==> src/rtl/dct_mac_unit.sv <==
// dct_mac_unit: three-stage pipelined MAC that accumulates 64 pixel*cosine terms into one
// 2D-DCT coefficient F(u,v) and emits it rounded and saturated with a one-cycle valid pulse.
module dct_mac_unit #(
    parameter int ACC_W = 32,
    parameter int OUT_W = 12,
    parameter int SHIFT = 16
) (
    input  logic                    clk,
    input  logic                    rst_in,
    input  logic                    clr_acc,
    input  logic                    act_mac,
    input  logic [2:0]              u,
    input  logic [2:0]              v,
    input  logic [2:0]              x,
    input  logic [2:0]              y,
    input  logic [7:0]              pixel,
    output logic signed [OUT_W-1:0] coef_out,
    output logic                    coef_valid,
    output logic [2:0]              coef_u,
    output logic [2:0]              coef_v,
    output logic                    sat,
    output logic                    busy
);
    localparam logic signed [ACC_W:0] MAXV = (ACC_W+1)'((1 << (OUT_W-1)) - 1);
    localparam logic signed [ACC_W:0] MINV = -MAXV - 1;
    localparam logic signed [ACC_W:0] HALF = (ACC_W+1)'(1 << (SHIFT-1));

    function automatic logic [7:0] cos_tab(input logic [2:0] i);
        logic [7:0] t;
        case (i)
            3'd0: t = 8'd128;
            3'd1: t = 8'd126;
            3'd2: t = 8'd118;
            3'd3: t = 8'd106;
            3'd4: t = 8'd91;
            3'd5: t = 8'd71;
            3'd6: t = 8'd49;
            default: t = 8'd25;
        endcase
        return t;
    endfunction

    // m folds (2n+1)k into one period of 32; quadrant picks table index and sign
    function automatic logic signed [15:0] cos_q7(input logic [2:0] k, input logic [2:0] n);
        logic [4:0] m;
        logic [2:0] i;
        logic signed [15:0] mag;
        m = {1'b0, n, 1'b1} * {2'b00, k};
        i = (m < 5'd8 || (m > 5'd16 && m < 5'd24)) ? m[2:0] :
            (m <= 5'd16) ? 3'(5'd16 - m) : 3'(5'd0 - m);
        mag = (k == 3'd0) ? 16'sd91 : (m == 5'd8 || m == 5'd24) ? 16'sd0 : $signed({8'd0, cos_tab(i)});
        return (m > 5'd8 && m < 5'd24) ? -mag : mag;
    endfunction

    logic signed [8:0]       r_d;
    logic signed [15:0]      r_cc;
    logic signed [ACC_W-1:0] r_p;
    logic signed [ACC_W-1:0] r_acc;
    logic [5:0]              r_cnt;
    logic                    r_vld0, r_vld1, r_fin;
    logic [2:0]              r_iu0, r_iv0, r_iu1, r_iv1, r_bu, r_bv;
    logic signed [15:0]      w_cc;
    logic signed [ACC_W-1:0] w_p;
    logic signed [ACC_W:0]   w_sh;
    logic                    w_hi, w_lo, w_emit;
    logic [OUT_W-1:0]        w_out;

    assign w_cc   = cos_q7(u, x) * cos_q7(v, y);
    assign w_p    = ACC_W'(r_d) * ACC_W'(r_cc);
    assign w_sh   = ($signed({r_acc[ACC_W-1], r_acc}) + HALF) >>> SHIFT;
    assign w_hi   = w_sh > MAXV;
    assign w_lo   = w_sh < MINV;
    assign w_out  = w_hi ? MAXV[OUT_W-1:0] : w_lo ? MINV[OUT_W-1:0] : w_sh[OUT_W-1:0];
    assign w_emit = r_fin & ~clr_acc;
    assign busy   = (r_cnt != 6'd0) | r_vld0 | r_vld1;

    // u/v ride along the pipeline so back-to-back blocks latch the indices of their own term 0
    always_ff @(posedge clk or posedge rst_in) begin
        if (rst_in) begin
            r_d        <= '0;
            r_cc       <= '0;
            r_p        <= '0;
            r_acc      <= '0;
            r_cnt      <= '0;
            r_vld0     <= 1'b0;
            r_vld1     <= 1'b0;
            r_fin      <= 1'b0;
            r_iu0      <= '0;
            r_iv0      <= '0;
            r_iu1      <= '0;
            r_iv1      <= '0;
            r_bu       <= '0;
            r_bv       <= '0;
            coef_out   <= '0;
            coef_valid <= 1'b0;
            coef_u     <= '0;
            coef_v     <= '0;
            sat        <= 1'b0;
        end else begin
            r_vld0 <= act_mac;
            r_vld1 <= r_vld0 & ~clr_acc;
            if (act_mac) begin
                r_d   <= $signed({1'b0, pixel}) - 9'sd128;
                r_cc  <= w_cc;
                r_iu0 <= u;
                r_iv0 <= v;
            end
            r_p   <= w_p;
            r_iu1 <= r_iu0;
            r_iv1 <= r_iv0;
            if (clr_acc) begin
                r_acc <= '0;
                r_cnt <= '0;
                r_fin <= 1'b0;
            end else begin
                r_fin <= r_vld1 && r_cnt == 6'd63;
                if (r_vld1) begin
                    r_acc <= (r_cnt == 6'd0) ? r_p : r_acc + r_p;
                    r_cnt <= r_cnt + 6'd1;
                    if (r_cnt == 6'd0) begin
                        r_bu <= r_iu1;
                        r_bv <= r_iv1;
                    end
                end
            end
            coef_valid <= w_emit;
            sat        <= w_emit & (w_hi | w_lo);
            if (w_emit) begin
                coef_out <= w_out;
                coef_u   <= r_bu;
                coef_v   <= r_bv;
            end
        end
    end
endmodule
==> config.mk <==
export PLATFORM = sky130hd
export DESIGN_NAME = dct_mac_unit
export DESIGN_NICKNAME = d
export VERILOG_FILES = /design/src/rtl/dct_mac_unit.sv
export SDC_FILE = /design/constraint.sdc
export NUM_CORES = 1
export LEC_CHECK = 0
export ABC_CLOCK_PERIOD_IN_PS = 8200
export CAP_MARGIN = 25
export CORE_ASPECT_RATIO = 2
export CORE_MARGIN = 2
export CORE_UTILIZATION = 40
export DETAILED_ROUTE_END_ITERATION = 16
export GPL_ROUTABILITY_DRIVEN = 0
export PLACE_DENSITY_LB_ADDON = 0.25
export REMOVE_ABC_BUFFERS = 1
export SYNTH_ARGS = -nofsm -noshare
export SYNTH_HDL_FRONTEND = slang
export SYNTH_SLANG_ARGS = --single-unit
==> constraint.sdc <==
create_clock -name clk -period 8.2 [get_ports clk]
set_clock_uncertainty 0.05 [all_clocks]
set_input_delay 0.82 -clock clk [delete_from_list [all_inputs] [get_ports clk]]
set_output_delay 0.82 -clock clk [all_outputs]
set_load 0.05 [all_outputs]
=== Word-level counts from Yosys, hierarchy flattened ===
Cells that the tools add are included.

* Input bits: 24
* Output and inout bits: 21
* Flip-flop bits (word level): 129
* Logic and storage cells: 106

* Equality and inequality tests: 17
* Bitwise gates (word level): 7
* Multipliers: 4
* $lt $le $gt $ge: 12
* Muxes and demuxes: 20
* Add/subtract/negate cells: 10
* Reductions and logical operators: 17

{| class="wikitable"
|+ Operators with widths
! kind !! count
|-
| 8-bit case mux with 7 select lines || 2
|-
| 32-bit 2-to-1 mux || 3
|-
| 32-bit by 17-bit adder with 33-bit output (second input constant) || 1
|-
| 32-bit by 25-bit adder with 32-bit output || 1
|-
| 16-bit 2-to-1 mux || 2
|-
| 8-bit 2-to-1 mux || 4
|-
| 8-bit negation with 16-bit output || 2
|-
| 9-bit by 16-bit multiplier with 25-bit output || 1
|-
| 12-bit 2-to-1 mux || 2
|-
| 3-bit == test (second input constant) || 6
|-
| 17-bit by 12-bit greater-than comparator with 1-bit output (second input constant) || 1
|-
| 17-bit by 12-bit < comparator with 1-bit output (second input constant) || 1
|-
| 16-bit by 16-bit multiplier with 16-bit output || 1
|-
| 3-bit by 2-bit == test with 1-bit output (second input constant) || 4
|-
| 3-bit zero test || 4
|-
| 3-bit 2-to-1 mux || 4
|-
| 6-bit 2-to-1 mux || 2
|-
| 1-bit by 3-bit subtractor with 3-bit output (first input constant) || 4
|-
| 5-bit by 4-bit == test with 1-bit output (second input constant) || 2
|-
| 5-bit == test (second input constant) || 2
|-
| 5-bit by 4-bit greater-than comparator with 1-bit output (second input constant) || 2
|-
| 5-bit greater-than comparator (second input constant) || 2
|-
| 5-bit <= comparator (second input constant) || 2
|-
| 5-bit by 4-bit < comparator with 1-bit output (second input constant) || 2
|-
| other kinds (16) || 30
|}

=== Longest topological paths before layout ===
* Word-level depth: 12
* Gate-level depth with buffers: 40
* Gate-level depth less buffers: 36

=== Least setup slack after synthesis ===
OpenSTA, ideal clock, no wires.

* Path kind: in2reg
* Start: input v[0]
* End: register r_cc[15]
* Cell stages on the path: 33
* Data required time: 8.060 ns
* Setup slack: -1.087 ns
* Setup time: 0.090 ns
* Arrival time: 9.147 ns
* Buffers on the path: 2
* Cells stage by stage: clkbuf_1 -> nand2_1 -> fa_1 -> inv_1 -> ha_1 -> inv_1 -> fa_1 -> buf_2 -> xnor2_1 -> a221oi_1 -> a31oi_2 -> o21ai_0 -> ha_1 -> nor3b_1 -> a21oi_1 -> or2_2 -> fa_1 -> inv_1 -> fa_1 -> inv_1 -> fa_1 -> fa_1 -> fa_1 -> fa_1 -> xnor2_1 -> xnor2_1 -> xnor2_1 -> xnor2_1 -> xnor2_1 -> xnor2_1 -> xnor2_1 -> or4_1 -> o2111ai_1

* Longest elaborated chain between the ends: 12
* Elaborated cells on any way between the ends: 30
* Those cells by class: add/sub: 3; mul: 2; order compare: 5; eq/ne: 8; mux: 6; reduce/logical: 6

{| class="wikitable"
|+ RTL lines
! what !! line !! source
|-
| start: declaration || 13 || <nowiki>input logic [2:0] v,</nowiki>
|-
| 4-bit by 3-bit multiplier with 5-bit output || 48 || <nowiki>m = {1'b0, n, 1'b1} * {2'b00, k};</nowiki>
|-
| 5-bit greater-than comparator / 5-bit < comparator (equally long branches) || 49, 52 ||
|-
| 1-bit logical AND || 49 || <nowiki>i = (m < 5'd8 || (m > 5'd16 && m < 5'd24)) ? m[2:0] :</nowiki>
|-
| 1-bit logical OR || 49 ||
|-
| 3-bit 2-to-1 mux || 49 ||
|-
| 3-bit == test (tied with other cells) || 30 || <nowiki>case (i)</nowiki>
|-
| 8-bit case mux with 7 select lines || 30 ||
|-
| 8-bit 2-to-1 mux (2 in a row) || 51 || <nowiki>mag = (k == 3'd0) ? 16'sd91 : (m == 5'd8 || m == 5'd24) ? 16'sd0 : $signed({8'd0, cos_tab(i)});</nowiki>
|-
| 8-bit negation with 16-bit output || 52 || <nowiki>return (m > 5'd8 && m < 5'd24) ? -mag : mag;</nowiki>
|-
| 16-bit 2-to-1 mux (*) || 52 ||
|-
| 16-bit by 16-bit multiplier with 16-bit output (*) || 68 || <nowiki>assign w_cc = cos_q7(u, x) * cos_q7(v, y);</nowiki>
|-
| end signal: assignment || 104 || <nowiki>r_cc <= w_cc;</nowiki>
|-
| end: declaration || 56 || <nowiki>logic signed [15:0] r_cc;</nowiki>
|}

Mark *: on every way between the ends. The rest lies on a longest branch, timed or not.
A chain may end at the register's enable or synchronous reset.

=== Worst setup path after layout ===
* Start: input y[1]
* End: register r_cc[15]

* Longest elaborated chain between the ends: 12
* Elaborated cells on any way between the ends: 29
* Those cells by class: add/sub: 3; mul: 2; order compare: 5; eq/ne: 8; mux: 6; reduce/logical: 5

{| class="wikitable"
|+ RTL lines
! what !! line !! source
|-
| start: declaration || 15 || <nowiki>input logic [2:0] y,</nowiki>
|-
| 4-bit by 3-bit multiplier with 5-bit output (*) || 48 ||
|-
| 5-bit greater-than comparator / 5-bit < comparator (equally long branches) || 49, 52 ||
|-
| 1-bit logical AND || 49 ||
|-
| 1-bit logical OR || 49 ||
|-
| 3-bit 2-to-1 mux || 49 ||
|-
| 3-bit == test (tied with other cells) || 30 ||
|-
| 8-bit case mux with 7 select lines || 30 ||
|-
| 8-bit 2-to-1 mux (2 in a row) || 51 ||
|-
| 8-bit negation with 16-bit output || 52 ||
|-
| 16-bit 2-to-1 mux (*) || 52 ||
|-
| 16-bit by 16-bit multiplier with 16-bit output (*) || 68 ||
|}

Marks and branches as above.

==> report_table.html <==
<table>
<tr><th>Metric</th><th>Value</th></tr>
<tr><th colspan="2">Synth</th></tr>
<tr><td>Share of the synthesized area in the top cell type</td><td>24.7%</td></tr>
<tr><td>Cells after Synth</td><td>1851</td></tr>
<tr><td>Mean post-synth cell area</td><td>9.04 um^2</td></tr>
<tr><td>Number of distinct library cell variants in the gate-level netlist after synthesis</td><td>72</td></tr>
<tr><td>Fraction of registers with async set/reset</td><td>100%</td></tr>
<tr><td>Number of flops mapped to enable cells by yosys</td><td>0</td></tr>
<tr><td>Seq/Total Area, Yosys</td><td>19.1%</td></tr>
<tr><td>Yosys reg bits</td><td>128</td></tr>
<tr><td>Cell type with the largest total area after synthesis</td><td>fa_1</td></tr>
<tr><td>Yosys warnings</td><td>0</td></tr>
<tr><td>Netlist Area Pre-Place</td><td>16700 um^2</td></tr>
<tr><td>Dominant cells by area after synthesis</td><td>fa_1 (25%), dfrtp_1 (19%), ha_1 (12%), inv_1 (7.1%), nand2_1 (4.1%)</td></tr>
<tr><td>Commonest register cell after synthesis</td><td>dfrtp_1</td></tr>
<tr><th colspan="2">Die</th></tr>
<tr><td>Area inside the core boundary</td><td>roughly 42000 um^2</td></tr>
<tr><td>Top Ports</td><td>45</td></tr>
<tr><td>Die Wd</td><td>roughly 150 um</td></tr>
<tr><td>Die ar.</td><td>approximately 44000 um^2</td></tr>
<tr><td>Initial core utilization</td><td>40.3%</td></tr>
<tr><td>Number of placement rows</td><td>106</td></tr>
<tr><td>Die height</td><td>293 um</td></tr>
<tr><th colspan="2">Critical path</th></tr>
<tr><td>Worst setup path startpoint</td><td>y[1]</td></tr>
<tr><td>Logic depth of the worst register-to-register path</td><td>21</td></tr>
<tr><td>R2R setup slack</td><td>approximately 2.3 ns</td></tr>
<tr><td>Worst setup path category</td><td>input pin to flop</td></tr>
<tr><td>Crit path capture type</td><td>flop</td></tr>
<tr><td>Critical path capture point</td><td>r_cc[15]$_DFFE_PP0P_</td></tr>
<tr><td>Crit path DAT</td><td>8.56 ns</td></tr>
<tr><td>Critical Path Start Type</td><td>input pin</td></tr>
<tr><td>Biggest cell delay along the critical path</td><td>0.55 ns</td></tr>
<tr><td>Required arrival time at the worst endpoint</td><td>8.51 ns</td></tr>
<tr><td>Top fanout value on the critical path</td><td>6</td></tr>
<tr><td>Slowest stage cell on the critical path</td><td>fa_1</td></tr>
<tr><td>FF-to-FF Start</td><td>r_d[2]$_DFFE_PP0P_</td></tr>
<tr><td>CP most frequent cell</td><td>fa_1</td></tr>
<tr><td>Destination of the worst register-to-register timing path</td><td>r_p[23]$_DFF_PP0_</td></tr>
<tr><th colspan="2">Placement</th></tr>
<tr><td>Placed Cells</td><td>2485</td></tr>
<tr><td>Dpl cell area</td><td>18500 um^2</td></tr>
<tr><td>Estimated wirelength of the detail-placed design</td><td>28800 um</td></tr>
<tr><td>Count of input and output buffers</td><td>44</td></tr>
<tr><th colspan="2">Layout</th></tr>
<tr><td>Layout cells sized above 1</td><td>18.5%</td></tr>
<tr><td>Highest-count cells in the layout ignoring fill and taps</td><td>inv_1 (295), fa_1 (200), nand2_1 (177)</td></tr>
<tr><td>Area growth from synthesis to final layout</td><td>19.1%</td></tr>
<tr><td>Final net count</td><td>2381</td></tr>
<tr><td>Core Util, Final</td><td>48.0%</td></tr>
<tr><td>ANT cells</td><td>0</td></tr>
<tr><td>Post-route insts no fill</td><td>2550</td></tr>
<tr><td>Commonest non-fill, non-tap cell in the layout</td><td>inv_1</td></tr>
<tr><td>Post-Layout Inst Area</td><td>19900 um^2</td></tr>
<tr><th colspan="2">Timing</th></tr>
<tr><td>Share of the clock period used by the worst path</td><td>101%</td></tr>
<tr><td>Hold slack</td><td>0.335 ns</td></tr>
<tr><td>Number of max-slew violations in the final report</td><td>0</td></tr>
<tr><td>Unrepaired setup endpoints after global routing</td><td>yes</td></tr>
<tr><td>Pin slew with the least headroom to its limit</td><td>around 0.95 ns</td></tr>
<tr><td>Worst max-slew margin expressed relative to the limit</td><td>36.8%</td></tr>
<tr><td>Final Worst Setup Slack</td><td>-0.0492 ns</td></tr>
<tr><td>Final setup violation count</td><td>1</td></tr>
<tr><td>Hold Vio Cnt, Final</td><td>0</td></tr>
<tr><td>Period minus WS final</td><td>roughly 8.2 ns</td></tr>
<tr><td>Maximum clock frequency</td><td>roughly 120 MHz</td></tr>
<tr><th colspan="2">Clocking</th></tr>
<tr><td>Clock-pin slew of the registers on the worst-case setup and hold paths</td><td>0.07 ns</td></tr>
<tr><td>Number of sinks on the clock net</td><td>about 130</td></tr>
<tr><td>Worst skew pair latency</td><td>~0.44 ns</td></tr>
<tr><td>Count of hold-fix buffers inserted at cts</td><td>0</td></tr>
<tr><td>Root Buffer</td><td>clkbuf_16</td></tr>
<tr><td>CTS buffer count</td><td>17</td></tr>
<tr><td>Number of H-tree branching levels</td><td>4</td></tr>
<tr><td>Clock tree buffer depth</td><td>2</td></tr>
<tr><td>Clock tree from TritonCTS</td><td>yes</td></tr>
<tr><th colspan="2">Global route</th></tr>
<tr><td>Total routing usage reported by global routing</td><td>between 15 and 20%</td></tr>
<tr><td>Initial antenna violation count</td><td>0</td></tr>
<tr><td>Via count of the first global-routing pass</td><td>13341</td></tr>
<tr><td>Total congestion overflow after global routing</td><td>0</td></tr>
<tr><td>Wire length of the first global-routing pass</td><td>65100 um</td></tr>
<tr><td>Pin count of the biggest net entering global routing</td><td>72</td></tr>
<tr><th colspan="2">Route</th></tr>
<tr><td>Total via count in the routed design</td><td>12660</td></tr>
<tr><td>Final antenna-violating net count</td><td>0</td></tr>
<tr><td>Number of optimization iterations in the first detailed-route pass</td><td>5</td></tr>
<tr><td>Final routed DRC violation total</td><td>0</td></tr>
<tr><td>Vias per Instance</td><td>4.96</td></tr>
<tr><td>Post-detailed-route wirelength per cell</td><td>14.5 um</td></tr>
<tr><td>Final WL</td><td>between 30000 and 40000 um</td></tr>
<tr><td>DRC violation total after the first TritonRoute iteration</td><td>about 430</td></tr>
<tr><th colspan="2">Outcome</th></tr>
<tr><td>Violations in the final reports</td><td>negative setup slack</td></tr>
<tr><td>Result of the run</td><td>finished with violations</td></tr>
<tr><th colspan="2">Job</th></tr>
<tr><td>Max-cap violations</td><td>0</td></tr>
<tr><th colspan="2">Min path</th></tr>
<tr><td>Hold Path Class</td><td>flop to flop</td></tr>
<tr><td>Origin of the worst min-delay path</td><td>r_iu0[2]$_DFFE_PP0P_</td></tr>
</table>
synth_stat cells (15+ instances only):
| master | number |
|---|---|
| a21o_1 | 17 |
| o21ai_0 | 45 |
| o21a_1 | 26 |
| inv_1 | 316 |
| a21oi_1 | 70 |
| mux2_2 | 39 |
| nor2_1 | 146 |
| nor2b_1 | 22 |
| fa_1 | 206 |
| nor3_1 | 15 |
| nand3_1 | 25 |
| o211ai_1 | 19 |
| xnor2_1 | 63 |
| dfrtp_1 | 128 |
| nand2_1 | 182 |
| and2_1 | 64 |
| xor2_1 | 39 |
| nand2b_1 | 30 |
| clkbuf_1 | 65 |
| ha_1 | 154 |
flip-flops by register name, indices dropped and copies added (netlist names), 6 cells and up:
signal / count
r_cnt: 6
coef_out: 12
r_p: 25
r_d: 8
r_cc: 16
r_acc: 32
cell type report:
type,count,area (um^2)
inverter,318,1200
timing repair buffer,204,1710
fill,4013,21600
clock buffer,17,425
multi-input combinational,1328,12600
sequential,128,3200
tap,540,676
clock inverter,15,143
kinds of logic (layout without fill, tap and decap cells):
group / after synthesis / count (layout) / share of synthesized area [%]
AOI/OAI and AO/OA: 269 / 269 / 10.8
muxes: 53 / 53 / 3.56
xor gates and xnor gates: 109 / 109 / 6.36
and+or+nand+nor: 537 / 537 / 15.1
adders and majority gates: 360 / 360 / 36.2
buffers and inverters: 395 / 554 / 8.93
DFF: 128 / 128 / 19.1
worst min path at each step:
stage	to	slack, ns	cells past startpoint
after CTS	r_iu1[0]$_DFF_PP0_	0.33	0
after floorplan	r_iu1[0]$_DFF_PP0_	0.30	0
after detailed placement	r_iu1[0]$_DFF_PP0_	0.32	0
after global placement	r_iu1[0]$_DFF_PP0_	0.31	0
after global routing	r_iu1[0]$_DFF_PP0_	0.34	0
final	r_iu1[2]$_DFF_PP0_	0.34	0
critical path, delay by kind of cell:
kind            cells  cell delay (ns)
compound gates      3             0.65
simple gates        5             1.06
fa+ha+maj           9             4.08
buf+inv             7             0.60
xor+xnor            8             1.36
routing by layer:
layer  up-vias  global-route usage [%]  wire (um)
li1       6193                       -          -
met1      6261                    24.2      16700
met2       164                    31.8      18700
met3        42                    2.52       1000
met4         0                    4.32        660
met5         -                       0          0
repair_timing:
| item | CTS | global route |
|---|---|---|
| gates cloned | 0 | 0 |
| gates resized for setup | 119 | 64 |
| setup endpoints to repair | 7 | 4 |
| setup buffers | 23 | 13 |
| pin swaps | 83 | 48 |
through the flow:
stage	TNS [ns]	setup WS [ns]
6_report	-0.0492	-0.0492
5_1_grt	-0.436	-0.319
4_1_cts	0	0.00119
3_5_place_dp	-6.91	-1.28
3_3_place_gp	-6.11	-1.18
2_1_floorplan	-2.59	-0.848
Power is not shown: default switching activity piles up to over one toggle a cycle in this logic, so the estimate is an artifact.
